<file path="src/rtl/mc_ctrl_fsm_if.sv">
// Memory-side handshake between the multicycle control unit and the
// instruction/data memory: access strobes, store lanes, address low bits and ready.
interface mc_ctrl_fsm_if;
  logic       memread;
  logic       memwrite;
  logic [3:0] mem_be;
  logic       ld_sel;
  logic [1:0] addr_lo;
  logic       mem_ready;

  modport master (
    output memread, memwrite, mem_be, ld_sel,
    input  addr_lo, mem_ready
  );

  modport slave (
    input  memread, memwrite, mem_be, ld_sel,
    output addr_lo, mem_ready
  );
endinterface

</file>
<file path="src/rtl/mc_ctrl_fsm.sv">
// Multicycle MIPS control FSM (IF/DCD/EXE/MEM/WB/EXC) with memory handshake,
// exceptions and a retired-instruction counter. Define MC_CTRL_IRQ_EN to add the irq input.
module mc_ctrl_fsm #(
  parameter int ALUOP_W = 3,
  parameter int CNT_W   = 32
) (
  input  logic               clk,
  input  logic               reset,
`ifdef MC_CTRL_IRQ_EN
  input  logic               irq,
`endif
  input  logic [5:0]         opcode,
  input  logic [5:0]         funct,
  input  logic               zero,
  input  logic               gtz,
  input  logic               of_flag,
  mc_ctrl_fsm_if.master      mem,
  output logic [2:0]         state,
  output logic               irwr,
  output logic               pcwr,
  output logic [2:0]         npc_sel,
  output logic [ALUOP_W-1:0] aluop,
  output logic               alusrc,
  output logic               ext_sel,
  output logic               regwrite,
  output logic [1:0]         regdst,
  output logic [1:0]         memtoreg,
  output logic               exc_valid,
  output logic [1:0]         exc_cause,
  output logic               epc_wr,
  output logic [CNT_W-1:0]   retired
);

  typedef enum logic [2:0] {
    S_IF  = 3'd0,
    S_DCD = 3'd1,
    S_EXE = 3'd2,
    S_MEM = 3'd3,
    S_WB  = 3'd4,
    S_EXC = 3'd5
  } state_t;

  localparam logic [5:0] OP_R = 6'b000000, OP_J = 6'b000010, OP_JAL = 6'b000011,
                         OP_BEQ = 6'b000100, OP_BGTZ = 6'b000111, OP_ADDI = 6'b001000,
                         OP_ADDIU = 6'b001001, OP_ORI = 6'b001101, OP_LUI = 6'b001111,
                         OP_LB = 6'b100000, OP_LW = 6'b100011, OP_SB = 6'b101000,
                         OP_SH = 6'b101001, OP_SW = 6'b101011;
  localparam logic [5:0] FN_ADDU = 6'b100001, FN_SUBU = 6'b100011,
                         FN_SLT = 6'b101010, FN_JR = 6'b001000;

  localparam logic [ALUOP_W-1:0] ALU_ADD = ALUOP_W'(0), ALU_OR = ALUOP_W'(1),
                                 ALU_SLT = ALUOP_W'(2), ALU_SUB = ALUOP_W'(3),
                                 ALU_LUI = ALUOP_W'(4), ALU_NONE = '1;

  state_t           state_q, next_state;
  logic [1:0]       cause_q, next_cause;
  logic [CNT_W-1:0] retired_q;
  logic             retire;

  logic is_r, is_j, is_jal, is_jr, is_beq, is_bgtz, is_addi, is_addiu, is_ori, is_lui;
  logic is_lb, is_lw, is_sb, is_sh, is_sw, is_load, is_store, r_legal, illegal, misaligned;
  logic [3:0] lane_be;

  assign is_r     = (opcode == OP_R);
  assign is_j     = (opcode == OP_J);
  assign is_jal   = (opcode == OP_JAL);
  assign is_beq   = (opcode == OP_BEQ);
  assign is_bgtz  = (opcode == OP_BGTZ);
  assign is_addi  = (opcode == OP_ADDI);
  assign is_addiu = (opcode == OP_ADDIU);
  assign is_ori   = (opcode == OP_ORI);
  assign is_lui   = (opcode == OP_LUI);
  assign is_lb    = (opcode == OP_LB);
  assign is_lw    = (opcode == OP_LW);
  assign is_sb    = (opcode == OP_SB);
  assign is_sh    = (opcode == OP_SH);
  assign is_sw    = (opcode == OP_SW);
  assign is_load  = is_lb | is_lw;
  assign is_store = is_sb | is_sh | is_sw;
  assign is_jr    = is_r & (funct == FN_JR);
  assign r_legal  = (funct == FN_ADDU) | (funct == FN_SUBU) | (funct == FN_SLT) | (funct == FN_JR);
  assign illegal  = !((is_r & r_legal) | is_j | is_jal | is_beq | is_bgtz | is_addi |
                      is_addiu | is_ori | is_lui | is_load | is_store);

  // lb/sb are never misaligned; halfwords need an even address, words a zero offset
  assign misaligned = ((is_lw | is_sw) & (mem.addr_lo != 2'b00)) | (is_sh & mem.addr_lo[0]);
  assign lane_be    = is_sw ? 4'b1111 :
                      is_sh ? (4'b0011 << {mem.addr_lo[1], 1'b0}) :
                      is_sb ? (4'b0001 << mem.addr_lo) : 4'b0000;

  always_ff @(posedge clk) begin
    if (reset) begin
      state_q   <= S_IF;
      cause_q   <= 2'd0;
      retired_q <= '0;
    end else begin
      state_q <= next_state;
      cause_q <= next_cause;
      if (retire) retired_q <= retired_q + CNT_W'(1);
    end
  end

  // Outputs stay at their idle values while reset is high so an abandoned store never writes
  always_comb begin
    next_state   = state_q;
    next_cause   = cause_q;
    retire       = 1'b0;
    irwr         = 1'b0;
    pcwr         = 1'b0;
    npc_sel      = 3'd0;
    aluop        = ALU_NONE;
    alusrc       = 1'b0;
    ext_sel      = 1'b0;
    mem.memread  = 1'b0;
    mem.memwrite = 1'b0;
    mem.mem_be   = 4'b0000;
    mem.ld_sel   = 1'b0;
    regwrite     = 1'b0;
    regdst       = 2'd0;
    memtoreg     = 2'd0;
    exc_valid    = 1'b0;
    epc_wr       = 1'b0;
    if (!reset) begin
      case (state_q)
        S_IF: begin
          mem.memread = 1'b1;
`ifdef MC_CTRL_IRQ_EN
          if (irq) begin
            next_state = S_EXC;
            next_cause = 2'd3;
          end else
`endif
          if (mem.mem_ready) begin
            irwr       = 1'b1;
            pcwr       = 1'b1;
            next_state = S_DCD;
          end
        end
        S_DCD: begin
          if (illegal) begin
            next_state = S_EXC;
            next_cause = 2'd1;
          end else if (is_j) begin
            pcwr       = 1'b1;
            npc_sel    = 3'd2;
            next_state = S_IF;
          end else if (is_jr) begin
            pcwr       = 1'b1;
            npc_sel    = 3'd3;
            next_state = S_IF;
          end else if (is_jal) begin
            next_state = S_WB;
          end else begin
            next_state = S_EXE;
          end
        end
        S_EXE: begin
          ext_sel = !(is_ori | is_addiu);
          alusrc  = is_addi | is_addiu | is_ori | is_lui | is_load | is_store;
          if (is_r)
            aluop = (funct == FN_SUBU) ? ALU_SUB : (funct == FN_SLT) ? ALU_SLT : ALU_ADD;
          else if (is_ori) aluop = ALU_OR;
          else if (is_lui) aluop = ALU_LUI;
          else if (is_beq) aluop = ALU_SUB;
          else if (!is_bgtz) aluop = ALU_ADD;
          if (is_beq | is_bgtz) begin
            npc_sel    = 3'd1;
            pcwr       = is_beq ? zero : gtz;
            next_state = S_IF;
          end else if (is_load | is_store) begin
            next_state = S_MEM;
          end else if (is_addi & of_flag) begin
            next_state = S_EXC;
            next_cause = 2'd0;
          end else begin
            next_state = S_WB;
          end
        end
        S_MEM: begin
          if (misaligned) begin
            next_state = S_EXC;
            next_cause = 2'd2;
          end else begin
            mem.memread  = is_load;
            mem.ld_sel   = is_lb;
            mem.memwrite = is_store;
            mem.mem_be   = lane_be;
            if (mem.mem_ready) next_state = is_load ? S_WB : S_IF;
          end
        end
        S_WB: begin
          regwrite   = 1'b1;
          regdst     = is_r ? 2'd1 : (is_jal ? 2'd2 : 2'd0);
          memtoreg   = is_load ? 2'd1 : (is_jal ? 2'd2 : 2'd0);
          pcwr       = is_jal;
          npc_sel    = is_jal ? 3'd2 : 3'd0;
          next_state = S_IF;
        end
        S_EXC: begin
          exc_valid  = 1'b1;
          epc_wr     = 1'b1;
          pcwr       = 1'b1;
          npc_sel    = 3'd4;
          next_state = S_IF;
        end
        default: next_state = S_IF;
      endcase
      retire = (next_state == S_IF) &&
               ((state_q == S_DCD) || (state_q == S_EXE) || (state_q == S_MEM) || (state_q == S_WB));
    end
  end

  assign state     = state_q;
  assign exc_cause = cause_q;
  assign retired   = retired_q;

endmodule

</file>
<file path="src/flat_wrapper.sv">
// flat-port wrapper written by rule: the top's interface ports become plain ports
module mc_ctrl_fsm_flat 
#(
  parameter int ALUOP_W = 3,
  parameter int CNT_W   = 32
)
  (clk, reset, opcode, funct, zero, gtz, of_flag, state, irwr, pcwr, npc_sel, aluop, alusrc, ext_sel, regwrite, regdst, memtoreg, exc_valid, exc_cause, epc_wr, retired, mem_memread, mem_memwrite, mem_mem_be, mem_ld_sel, mem_addr_lo, mem_mem_ready);
  mc_ctrl_fsm_if mem_i ();
  input  logic clk;
  input  logic reset;
  input  logic [5:0] opcode;
  input  logic [5:0] funct;
  input  logic zero;
  input  logic gtz;
  input  logic of_flag;
  output logic [2:0] state;
  output logic irwr;
  output logic pcwr;
  output logic [2:0] npc_sel;
  output logic [ALUOP_W-1:0] aluop;
  output logic alusrc;
  output logic ext_sel;
  output logic regwrite;
  output logic [1:0] regdst;
  output logic [1:0] memtoreg;
  output logic exc_valid;
  output logic [1:0] exc_cause;
  output logic epc_wr;
  output logic [CNT_W-1:0] retired;
  output wire logic [$bits(mem_i.memread)-1:0] mem_memread;
  output wire logic [$bits(mem_i.memwrite)-1:0] mem_memwrite;
  output wire logic [$bits(mem_i.mem_be)-1:0] mem_mem_be;
  output wire logic [$bits(mem_i.ld_sel)-1:0] mem_ld_sel;
  input wire logic [$bits(mem_i.addr_lo)-1:0] mem_addr_lo;
  input wire logic [$bits(mem_i.mem_ready)-1:0] mem_mem_ready;
  assign mem_memread = mem_i.memread;
  assign mem_memwrite = mem_i.memwrite;
  assign mem_mem_be = mem_i.mem_be;
  assign mem_ld_sel = mem_i.ld_sel;
  assign mem_i.addr_lo = mem_addr_lo;
  assign mem_i.mem_ready = mem_mem_ready;
  mc_ctrl_fsm #(.ALUOP_W(ALUOP_W), .CNT_W(CNT_W)) u_core (.clk(clk), .reset(reset), .opcode(opcode), .funct(funct), .zero(zero), .gtz(gtz), .of_flag(of_flag), .mem(mem_i), .state(state), .irwr(irwr), .pcwr(pcwr), .npc_sel(npc_sel), .aluop(aluop), .alusrc(alusrc), .ext_sel(ext_sel), .regwrite(regwrite), .regdst(regdst), .memtoreg(memtoreg), .exc_valid(exc_valid), .exc_cause(exc_cause), .epc_wr(epc_wr), .retired(retired));
endmodule
</file>
<file path="config.mk">
export PLATFORM = sky130hd
export DESIGN_NAME = mc_ctrl_fsm_flat
export DESIGN_NICKNAME = d
export VERILOG_FILES = /design/src/rtl/mc_ctrl_fsm_if.sv /design/src/rtl/mc_ctrl_fsm.sv /design/src/flat_wrapper.sv
export SDC_FILE = /design/constraint.sdc
export NUM_CORES = 1
export LEC_CHECK = 0
export ABC_AREA = 1
export ABC_CLOCK_PERIOD_IN_PS = 3590
export BUFFER_PORTS_ARGS = -buffer_cell sky130_fd_sc_hd__buf_2
export CAP_MARGIN = 10
export CORE_ASPECT_RATIO = 0.9
export CORE_UTILIZATION = 58
export DETAILED_ROUTE_END_ITERATION = 10
export PLACE_DENSITY = 0.91
export SYNTH_ARGS = -nofsm -noshare
export SYNTH_HDL_FRONTEND = slang
export SYNTH_SLANG_ARGS = --single-unit
</file>
<file path="constraint.sdc">
create_clock -name clk -period 3.59 [get_ports clk]
set_clock_uncertainty 0.15 [all_clocks]
set_input_delay 0.1795 -clock clk [delete_from_list [all_inputs] [get_ports clk]]
set_output_delay 0.1795 -clock clk [all_outputs]
set_load 0.01 [all_outputs]
</file>
; Yosys cells after proc, flatten, opt, wreduce, memory -nomap -nowiden
; Cells that the tools add are included.
[classes]
eq_ne = 27
muxes = 76
n_shift = 2
reduce_logical = 11
add_sub_neg = 1
n_bitwise = 31
[op_table]
columns = operator, n
row1 = $mux 3, 22
row2 = $eq 6x6->1 const B, 8
row3 = $add 32x1->32 const B, 1
row4 = $eq 6x4->1 const B, 5
row5 = $mux 2, 15
row6 = $mux 1, 28
row7 = $or 1x1->1, 26
row8 = $mux 4, 6
row9 = $pmux 3 s4, 2
row10 = $eq 6x2->1 const B, 2
row11 = $eq 6x3->1 const B, 2
row12 = $eq 3x2->1 const B, 2
row13 = $eq 3x3->1 const B, 2
row14 = $logic_not 3->1, 2
row15 = $logic_not 6->1, 1
row16 = $ne 2x2->1 const B, 3
row17 = $pmux 2 s3, 1
row18 = $reduce_and 6->1, 1
row19 = $and 1x1->1, 5
row20 = $pmux 1 s5, 1
row21 = $ne 2x1->1 const B, 2
row22 = $shl 1x2->4 const A, 1
row23 = $shl 2x2->4 const A, 1
row24 = $eq 3x1->1 const B, 1
row25 = other kinds (6), 8
[totals]
inputBits = 20
word_cells = 151
register_bits = 37
out_inout_bits = 61

; Depth between registers and ports, before layout
; Gate-level depths: netlist (run 1).
[logic_depth]
ltp_word = 21
mapped_depth = 16
mapped_depth_nobuf = 15

; Worst setup path before layout (run 1)
; No wires, ideal clock.
[synth_timing]
kind = register to register
startpoint = register u_core.retired_q[0], in the netlist u_core.retired[0]
endpoint = register u_core.retired_q[28], in the netlist u_core.retired[28]
t_arrival_ns = 1.681
path_stages_with_launch = 13
required_ns = 3.312
path_buffers = 0
setup_time_ns = 0.128
path_slack_ns = 1.631
synth_period_minus_slack_ns = 1.959
path_cell_list = dfxtp_1 > ha_1 > nand3_1 > inv_1 > nand2_1 > nor2_1 > nand2_1 > nor2_1 > nand3_1 > nor3_1 > nand4_1 > nand2_1 > nor2_1
[synth_via]
elab_chain_cells = 1
[synth_rtl]
columns = item, line
row1 = start: declaration, mc_ctrl_fsm.sv:57  ; logic [CNT_W-1:0] retired_q;
row2 = start signal: assignment, mc_ctrl_fsm.sv:99  ; if (retire) retired_q <= retired_q + CNT_W'(1);
row3 = $add 32x1->32, mc_ctrl_fsm.sv:99
; No other way between the ends.
; A chain may end at the register's enable or synchronous reset.

; Worst setup path in the final report (run 1)
[layout_timing]
startpoint = register u_core.state_q[2], in the netlist u_core.state[2]
endpoint = register u_core.retired_q[20], in the netlist u_core.retired[20]
[layout_via]
elab_chain_cells = 7
elab_cells_between_ends = 16
cone_classes = eq/ne (4) / mux (6) / reduce/logical (6)
[layout_rtl]
columns = item, line
row1 = start: declaration, mc_ctrl_fsm.sv:55  ; state_t state_q, next_state;
row2 = start signal: assignment, mc_ctrl_fsm.sv:97  ; state_q <= next_state;
row3 = $mux 3, mc_ctrl_fsm.sv:188  ; if (mem.mem_ready) next_state = is_load ? S_WB : S_IF;
row4 = $mux 3, mc_ctrl_fsm.sv:180  ; if (misaligned) begin
row5 = $pmux 3 s4, mc_ctrl_fsm.sv:124  ; case (state_q)
row6 = $mux 3, mc_ctrl_fsm.sv:123  ; if (!reset) begin
row7 = $logic_not 3->1, mc_ctrl_fsm.sv:208  ; retire = (next_state == S_IF) &&
row8 = $logic_and 1x1->1 (*), mc_ctrl_fsm.sv:208
row9 = $mux 1 (*), mc_ctrl_fsm.sv:123
; Every way passes the cells marked *; elsewhere a longest branch is shown, timed or not. The select of a mux whose other input is x is not followed.

==> results of run 1 <==
[metal layers]
layer	global-route usage [%]	vias up	wire, µm
met5	0	-	0
met4	10.3	0	148
met3	4.84	22	661
met2	54.6	197	3940
met1	42.1	1651	3740
li1	-	1844	-
[power by group through the flow]
stage	combinational, W	clock (W)	sequential [W]
after floorplan	0.000140	0	0.000434
after global placement	0.000187	0	0.000432
after detailed placement	0.000191	0	0.000432
after CTS	0.000192	0.000383	0.000422
after global routing	0.000215	0.000402	0.000423
final	0.000196	0.000381	0.000422
[cells in the final DEF (no fill, tap or decap), types with 2 or more instances in the layout]
| cell type | count |
|---|---|
| buf_2 | 80 |
| nor4_1 | 3 |
| nand3b_1 | 2 |
| nand2_1 | 123 |
| nand4_1 | 36 |
| clkinv_1 | 3 |
| inv_1 | 82 |
| o21ai_0 | 4 |
| buf_4 | 5 |
| inv_2 | 4 |
| xor2_1 | 8 |
| nor3_1 | 18 |
| dfxtp_1 | 37 |
| nor2_4 | 2 |
| nor2_1 | 91 |
| a21oi_1 | 23 |
| nor2_2 | 8 |
| nand3_1 | 50 |
| nand3_2 | 5 |
| clkbuf_8 | 6 |
| o211ai_1 | 2 |
| a31oi_1 | 2 |
[cell usage after synthesis, drive strengths merged]
library cell,number,share of area (%)
a21oi,23,3.8
a31oi,2,0.42
a41oi,1,0.29
and3,1,0.21
buf,14,3.1
clkbuf,2,0.25
clkinv,3,0.38
dfxtp,37,25
ha,1,0.42
inv,86,11
nand2,124,16
nand3,55,10
nand3b,2,0.50
nand4,36,7.5
nor2,101,14
nor3,18,3.0
nor3b,1,0.25
nor4,3,0.63
o211ai,2,0.50
o21ai,4,0.67
o22ai,1,0.21
o311ai,1,0.29
xnor2,1,0.29
xor2,8,2.3
[logic make-up after synthesis]
group / Yosys count / synth area share (%)
adders and majority gates: 1 / 0.417
xor gates and xnor gates: 9 / 2.63
DFF: 37 / 24.7
and+or+nand+nor: 341 / 51.5
AOI/OAI and AO/OA: 34 / 6.22
buffers and inverters: 105 / 14.5
[sequential cells by signal, indices dropped and copies added (netlist names)]
register / flops
u_core.retired: 32
u_core.state: 3
u_core.exc_cause: 2
[layout make-up]
class / count / area, µm²
multi-input cells: 385 / 1820
fillers: 437 / 1360
flip-flops and latches: 37 / 741
repair buffers: 85 / 438
inverters: 89 / 334
clock buffers: 7 / 86.3
well taps: 65 / 81.3
clock inverters: 1 / 30.0
[worst max path at each step]
stage                                      endpoint  cells past startpoint  slack (ns)                            from
detailed placement  u_core.retired[26]$_SDFFE_PP0P_                     11        1.10                       opcode[3]
CTS                 u_core.retired[20]$_SDFFE_PP0P_                     15        1.19      u_core.state[2]$_SDFF_PP0_
finish              u_core.retired[20]$_SDFFE_PP0P_                     15        1.15      u_core.state[2]$_SDFF_PP0_
global placement    u_core.retired[20]$_SDFFE_PP0P_                     15        1.24                       opcode[1]
floorplan           u_core.retired[28]$_SDFFE_PP0P_                     12        1.63  u_core.retired[0]$_SDFFE_PP0P_
global route        u_core.retired[22]$_SDFFE_PP0P_                     15        0.89      u_core.state[2]$_SDFF_PP0_
[per-stage QoR]
stage	area (µm²)	utilization [%]
floorplan	3000	-
global placement	3420	69.8
detailed placement	3420	69.8
CTS	3530	72.2
global route	3530	72.2
finish	3530	72.2
[worst max-delay path, delay by kind of cell (launching register included)]
| kind | cells | cell delay, ns |
|---|---|---|
| flops | 1 | 0.40 |
| buf+inv | 3 | 0.57 |
| simple gates | 12 | 1.26 |
==> impl_metrics.toml, run 1 <==
[placement]
place_ws_ns = 1.10
placed_cells = 661
port_buffers = 80
gp_congestion = 0.970
dp_hpwl_mm = 6.38

[layout]
layout-drive-gt1-share_pct = 18.5
syn_to_final_growth_pct = 17.8
nNetsFinal = 624
diodes = 0
instances_no_fill = 669

[floorplanning]
start_util_pct = 61.3
die_w_um = 77.8
die_h_um = 70.2
io_pins = 81
die-area_um2 = 5460
rows = 24
core_area_um2 = 4890

[drt]
dr.pass1.iters = 5
vias = 3714
wl_per_cell_um = 12.7
drtIter0Drc = 339
drc = 0
avgViaCountPerCell = 5.55
ant_nets = 0
wl_mm = 8.49

[hold_path]
hp-class = "in2reg"
holdPathStages = 6
min_from = "mem_mem_ready"
holdPathEnd = "u_core.state[1]$_SDFF_PP0_"

[sta]
rsz0062_at_grt = "false"
fmax_ghz = 0.410
setup_viol_count_final = 0
fin_crit_sh_pct = 68.0
whs_ns = 0.220
relSlewSlack_pct = 60.7
hold_viol_final = 0
worst_pin_slew_ns = 0.589
setup_tns_ns = 0
drv_slew = 0
setup_ws_ns = 1.15
fin_crit_ns = 2.44

[setup_path]
cp_data_required_time_ns = 3.67
max_stage_delay_ns = 0.40
cpMostUsedCell = "nand2_1"
ff2ff_path_depth = 15
critPathMaxFanout = 22
cp-start-kind = "flip-flop"
r2r_setup_slack_ns = 1.15
critical_path_arrival_ns = 2.53
crit_type = "reg2reg"
cp_slowest_cell = "dfxtp_1"
r2r-end = "u_core.retired[20]$_SDFFE_PP0P_"
end_kind = "flip-flop"
crit_chain = "inv_1 > nand2_1 > nor2_1 > inv_1 > nor2_1 > nand2_1 > nand3_1 > nor2_2 > nand2_1 > nor2_4 > buf_4 > nand3_1 > nand2_1 > nand2_1 > nor2_1"
r2r_start = "u_core.state[2]$_SDFF_PP0_"

[cts]
post_cts_buffers = 0
clk_pin_slew_ns = 0.08
cts_tree = "built"
cts_max_path_buffers = 2
htreeDepth = 2
cts_resized = 0
clk_latency_ns = 0.29
postCtsHoldBufs = 0
cts-root-buf = "clkbuf_8"
cts_made_buffers = 5
cts.sinks = 37

[global_route]
grtUsageTotal_pct = 32.3
grt_pass1_vias = 3366
grt-ovfl-total = 0
grt_max_degree = 32
antenna_found_initial = 0
grt_first_pass_wirelength_mm = 14.6

[synthesis]
syn_nets = 548
ys_seq_area_share_pct = 24.7
synth_area_um2 = 3000
ys_warn_count = 0
synth-seq-cells = 37
synth_cell_types = 32
synth_cells = 527
postSynthAreaPerCell_um2 = 5.69

[power]
p_per_area_nw_per_um2 = 283
p_comb_share_pct = 19.6
power.share.clock_pct = 38.1
intPower_w = 0.000698
swShare_pct = 30.2
sequentialPowerShare_pct = 42.2
max-vdd-ir-drop_mv = 0.245
power_w = 0.00100
p_leak_nw = 1.73
switching_power_w = 0.000302

[run_status]
status = "finished clean"

[run]
cap_violations = 0
No activity file was read; power rests on OpenSTA's default activity.
==> run 2, diff against run 1 <==
--- a/config.mk
+++ b/config.mk
@@ -6,13 +6,13 @@
 export NUM_CORES = 1
 export LEC_CHECK = 0
 export ABC_AREA = 1
-export ABC_CLOCK_PERIOD_IN_PS = 3590
+export ABC_CLOCK_PERIOD_IN_PS = 2500
 export BUFFER_PORTS_ARGS = -buffer_cell sky130_fd_sc_hd__buf_2
 export CAP_MARGIN = 10
 export CORE_ASPECT_RATIO = 0.9
-export CORE_UTILIZATION = 58
+export CORE_UTILIZATION = 53
 export DETAILED_ROUTE_END_ITERATION = 10
-export PLACE_DENSITY = 0.91
+export PLACE_DENSITY = 0.84
 export SYNTH_ARGS = -nofsm -noshare
 export SYNTH_HDL_FRONTEND = slang
 export SYNTH_SLANG_ARGS = --single-unit
==> constraint.sdc (replaced) <==
create_clock -name clk -period 2.5 [get_ports clk]
set_clock_uncertainty 0.15 [all_clocks]
set_input_delay 0.125 -clock clk [delete_from_list [all_inputs] [get_ports clk]]
set_output_delay 0.125 -clock clk [all_outputs]
set_load 0.01 [all_outputs]
==> run 2 against run 1 <==
Worst setup slack got worse by 0.92 ns. Core utilization down 5.5 points. Critical path depth shrank 5. Wire length is 1.6% lower. Sequential power up 44%. Non-clock buffer count stayed put. Critical endpoint is now pcwr. Largest cell class unchanged.
==> impl_metrics.toml, run 2 (synthesized netlist as in run 1, its figures left out) <==
[run_status]
status = "finished clean"

[drt]
drc = 0
vias = 3650
drtIter0Drc = 353
avgViaCountPerCell = 5.44
wl_per_cell_um = 12.4
ant_nets = 0
wl_mm = 8.35
dr.pass1.iters = 5

[power]
swShare_pct = 30.3
switching_power_w = 0.000440
p_leak_nw = 1.74
p_comb_share_pct = 20.1
intPower_w = 0.00101
sequentialPowerShare_pct = 41.8
p_per_area_nw_per_um2 = 407
max-vdd-ir-drop_mv = 0.426
power_w = 0.00145
power.share.clock_pct = 38.1

[setup_path]
cp_slowest_cell = "dfxtp_1"
r2r_setup_slack_ns = 0.24
crit_type = "reg2out"
r2r_start = "u_core.state[2]$_SDFF_PP0_"
max_stage_delay_ns = 0.34
critPathMaxFanout = 5
ff2ff_path_depth = 15
cp_data_required_time_ns = 2.23
r2r-end = "u_core.retired[4]$_SDFFE_PP0P_"
critPathTopFamily = "buffers and inverters"
critical_path_arrival_ns = 2.00
crit_chain = "inv_1 > nand2_1 > nor2_1 > inv_1 > nor2_1 > inv_1 > o311ai_0 > o21ai_0 > inv_1 > buf_2"
end_kind = "output pin"
cp-start-kind = "flip-flop"
cp.buffers_inverters = 5
cpMostUsedCell = "inv_1"

[run]
cap_violations = 0

[global_route]
grt_first_pass_wirelength_mm = 13.4
grtUsageTotal_pct = 28.5
grt_pass1_vias = 2959
grt-ovfl-total = 0
antenna_found_initial = 0
grt_max_degree = 50

[hold_path]
hp-class = "in2reg"
min_from = "mem_mem_ready"
holdPathStages = 6
holdPathEnd = "u_core.state[1]$_SDFF_PP0_"

[cts]
cts_max_path_buffers = 2
clk_latency_ns = 0.30
cts.sinks = 37
cts-root-buf = "clkbuf_8"
cts_tree = "built"
clk_pin_slew_ns = 0.07
cts_made_buffers = 5
htreeDepth = 2
postCtsHoldBufs = 0

[sta]
setup_tns_ns = 0
drv_slew = 0
setup_ws_ns = 0.226
fin_crit_ns = 2.27
hold_viol_final = 0
setup_viol_count_final = 0
worst_pin_slew_ns = 0.599
rsz0062_at_grt = "false"
fin_crit_sh_pct = 91.0
fmax_ghz = 0.440
relSlewSlack_pct = 60.0

[floorplanning]
io_pins = 81
start_util_pct = 56.1
die_h_um = 73.4
die-area_um2 = 5960
die_w_um = 81.3
rows = 25
core_area_um2 = 5350

[layout]
layout-drive-gt1-share_pct = 18.7
layout_commonest_cell = "nand2_1"
largest_reg_flops = 32
utilization_pct = 66.7
syn_to_final_growth_pct = 18.9
final_cell_mix = "123 x nand2_1, 90 x nor2_1, 82 x inv_1, 80 x buf_2, 50 x nand3_1"
diodes = 0
nNetsFinal = 624

[placement]
dp_hpwl_mm = 6.28
port_buffers = 80
place_ws_ns = 0.219
gp_congestion = 0.946
## run 2: what timing repair did
item / CTS / global route
endpoints found under the setup margin: 0 / 3
setup buffers: 0 / 0
endpoints found under the hold margin: 0 / 0
resized for setup: 0 / 2
## run 2: per-stage QoR
stage	area (µm²)	std cells	hold slack, ns
global placement	3440	663	0.306
finish	3570	671	0.134
floorplan	3000	527	0.155
detailed placement	3440	663	0.308
CTS	3560	671	0.124
global route	3570	671	0.161
## run 2: layout make-up
type	count	area, µm²
multi-input cells	385	1830
fillers	510	1780
flip-flops and latches	37	741
repair buffers	85	467
inverters	89	334
clock buffers	7	86.3
well taps	67	83.8
clock inverters	1	30.0
## run 2: layer usage
layer | global-route usage [%] | wire length, µm | vias up
met5 | 0 | 0 | -
met4 | 6.15 | 83 | 0
met3 | 4.22 | 629 | 13
met2 | 45.4 | 3780 | 155
met1 | 40.2 | 3860 | 1632
li1 | - | - | 1850
## run 2: tightest hold or removal path, delay by kind of cell
family	cells	cell delay (ns)
buf+inv	2	0.16
simple gates	3	0.16
compound gates	1	0.07
## run 2: power by group through the flow
| stage | combinational [W] | clock, W | sequential (W) |
|---|---|---|---|
| 4_1_cts | 0.000285 | 0.000560 | 0.000606 |
| 3_5_place_dp | 0.000283 | 0 | 0.000620 |
| 6_report | 0.000292 | 0.000553 | 0.000606 |
| 3_3_place_gp | 0.000279 | 0 | 0.000619 |
| 2_1_floorplan | 0.000201 | 0 | 0.000623 |
| 5_1_grt | 0.000320 | 0.000581 | 0.000607 |
## run 2: how the worst max path moves through the flow
| stage | slack (ns) | end | startpoint | cells past startpoint |
|---|---|---|---|---|
| floorplan | 0.54 | u_core.retired[28]$_SDFFE_PP0P_ | u_core.retired[0]$_SDFFE_PP0P_ | 12 |
| global placement | 0.26 | u_core.retired[25]$_SDFFE_PP0P_ | opcode[0] | 14 |
| detailed placement | 0.22 | u_core.retired[1]$_SDFFE_PP0P_ | opcode[1] | 12 |
| CTS | 0.23 | u_core.retired[4]$_SDFFE_PP0P_ | u_core.state[2]$_SDFF_PP0_ | 15 |
| global route | 0.01 | u_core.retired[4]$_SDFFE_PP0P_ | u_core.state[2]$_SDFF_PP0_ | 15 |
| finish | 0.23 | pcwr | u_core.state[2]$_SDFF_PP0_ | 10 |
==> run 3, diff against run 2 <==
--- a/config.mk
+++ b/config.mk
@@ -10,9 +10,9 @@
 export BUFFER_PORTS_ARGS = -buffer_cell sky130_fd_sc_hd__buf_2
 export CAP_MARGIN = 10
 export CORE_ASPECT_RATIO = 0.9
-export CORE_UTILIZATION = 53
+export CORE_UTILIZATION = 41
 export DETAILED_ROUTE_END_ITERATION = 10
-export PLACE_DENSITY = 0.84
+export PLACE_DENSITY = 0.69
 export SYNTH_ARGS = -nofsm -noshare
 export SYNTH_HDL_FRONTEND = slang
 export SYNTH_SLANG_ARGS = --single-unit
==> run 3 against run 2 <==
Worst setup slack improved by 0.061 ns. Cell area increased by 1.1%. Via count decreased by 2.4%. Largest cell class unchanged. Sequential share of layout area decreased by 0.15 points. Die area increased by 28%. Final cell count increased by 4.3%. Critical path type unchanged. Combinational power increased by 3%.
==> impl_metrics.toml, run 3 (synthesized netlist as in run 1, its figures left out) <==
[cts]
clk_latency_ns = 0.29
htreeDepth = 2
cts_max_path_buffers = 2
cts-root-buf = "clkbuf_8"
post_cts_buffers = 0
cts.sinks = 37
cts_made_buffers = 5
cts_tree = "built"
clk_pin_slew_ns = 0.07

[setup_path]
cp_slowest_cell = "dfxtp_1"
cpMostUsedCell = "inv_1"
crit_type = "reg2out"
end_kind = "output pin"
critPathMaxFanout = 5
ff2ff_path_depth = 12
cp.depth = 10
critPathTopFamily = "buffers and inverters"
cp_data_required_time_ns = 2.23
cp.buffers_inverters = 5
critical_path_arrival_ns = 1.94
crit_chain = "inv_1 > nand2_1 > nor2_1 > inv_1 > nor2_1 > inv_1 > o311ai_0 > o21ai_0 > inv_1 > buf_2"
cp-start-kind = "flip-flop"
max_stage_delay_ns = 0.31

[floorplanning]
io_pins = 81
core_area_um2 = 7080
die_h_um = 83.1
die-area_um2 = 7660
start_util_pct = 42.4
die_w_um = 92.2
rows = 29

[hold_path]
hp-class = "in2reg"
holdPathStages = 6

[power]
p_leak_nw = 1.74
intPower_w = 0.000913
max-vdd-ir-drop_mv = 0.183
swShare_pct = 31.9
switching_power_w = 0.000428
sequentialPowerShare_pct = 45.3
p_comb_share_pct = 22.4
p_per_area_nw_per_um2 = 372
power.share.clock_pct = 32.3

[layout]
final_cell_mix = "123 x nand2_1, 90 x nor2_1, 82 x inv_1, 80 x buf_2, 50 x nand3_1"
layout-drive-gt1-share_pct = 19.8
fin_area_um2 = 3610
nNetsFinal = 628
syn_to_final_growth_pct = 20.2
diodes = 0
largest_reg_flops = 32
layout_commonest_cell = "nand2_1"

[drt]
drc = 0
wl_mm = 8.44
drtIter0Drc = 169
avgViaCountPerCell = 5.09
vias = 3564
dr.pass1.iters = 4
ant_nets = 0
wl_per_cell_um = 12.1

[sta]
setup_viol_count_final = 0
rsz0062_at_grt = "false"
setup_ws_ns = 0.287
setup_tns_ns = 0
relSlewSlack_pct = 63.9
drv_slew = 0
hold_viol_final = 0
fin_crit_ns = 2.21
worst_pin_slew_ns = 0.537
fin_crit_sh_pct = 88.5
fmax_ghz = 0.452

[global_route]
antenna_found_initial = 0
grtUsageTotal_pct = 22.1
grt_first_pass_wirelength_mm = 14.1
grt-ovfl-total = 0
grt_pass1_vias = 3166
grt_max_degree = 31

[placement]
gp_congestion = 0.897
port_buffers = 80
dp_hpwl_mm = 6.51
place_ws_ns = 0.166
place_area_um2 = 3510

[run]
cap_violations = 0

[run_status]
status = "finished clean"
==> run 3: changes by cell type in the layout (fill, tap and decap cells not counted) <==
| cell | change |
|---|---|
| dfxtp_1 | -2 |
| dfxtp_2 | +2 |
| nor3_2 | +1 |
| bufinv_16 | -1 |
| ha_2 | +1 |
| buf_6 | -1 |
| nor3_1 | -1 |
| buf_4 | +5 |
| ha_1 | -1 |
==> run 3: timing repair <==
item,4_1_cts,5_1_grt
endpoints found under the setup margin,0,4
gates resized for setup,0,5
endpoints found under the hold margin,0,0
hold buffers,0,0
==> run 3: area by class of cell <==
class                      count  area, µm²
clock buffer                   7       86.3
tap                           93        116
timing repair buffer          89        493
fill                         773       3470
inverter                      89        334
sequential                    37        743
multi-input combinational    385       1830
==> run 3: power groups by stage <==
stage                     Sequential [W]  Combinational, W  Clock, W
final                           0.000608          0.000300  0.000433
after global routing            0.000608          0.000330  0.000471
after CTS                       0.000606          0.000297  0.000445
after detailed placement        0.000620          0.000296         0
after global placement          0.000620          0.000294         0
after floorplan                 0.000623          0.000201         0
==> run 3: worst paths after layout <==
kind	slack (ns)	endpoint	startpoint
worst min register to register	0.32	u_core.exc_cause[1]$_SDFFE_PP0P_	u_core.exc_cause[1]$_SDFFE_PP0P_
worst max-delay path	0.29	pcwr	u_core.state[2]$_SDFF_PP0_
worst max register to register	0.30	u_core.retired[28]$_SDFFE_PP0P_	u_core.retired[1]$_SDFFE_PP0P_
worst min-delay path	0.11	u_core.state[1]$_SDFF_PP0_	mem_mem_ready
==> run 3: through the flow <==
stage	total power, W	cells	util [%]	hold WS [ns]
after floorplan	0.000824	527	-	0.155
after global placement	0.000914	693	49.6	0.302
after detailed placement	0.000916	693	49.6	0.305
after CTS	0.00135	700	50.8	0.100
after global routing	0.00141	700	51.0	0.153
final	0.00134	700	51.0	0.114
==> run 3: worst reg2reg max path, cell delays in order, from the launching register on <==
cell	delay [ns]
dfxtp_1	0.41
ha_2	0.25
nand3_1	0.10
inv_1	0.09
nand2_1	0.09
nor2_1	0.17
nand2_1	0.14
nor2_1	0.15
nand3_1	0.11
nor3_2	0.17
nand4_1	0.12
nand2_1	0.09
nor2_1	0.04
==> run 3: routing by layer <==
| layer | up-vias | global-route usage (%) | share of wire [%] |
|---|---|---|---|
| met5 | - | 0 | 0 |
| met4 | 0 | 3.55 | 0.51 |
| met3 | 7 | 3.30 | 6.0 |
| li1 | 1851 | - | - |
| met2 | 113 | 35.4 | 45 |
| met1 | 1593 | 31.9 | 49 |
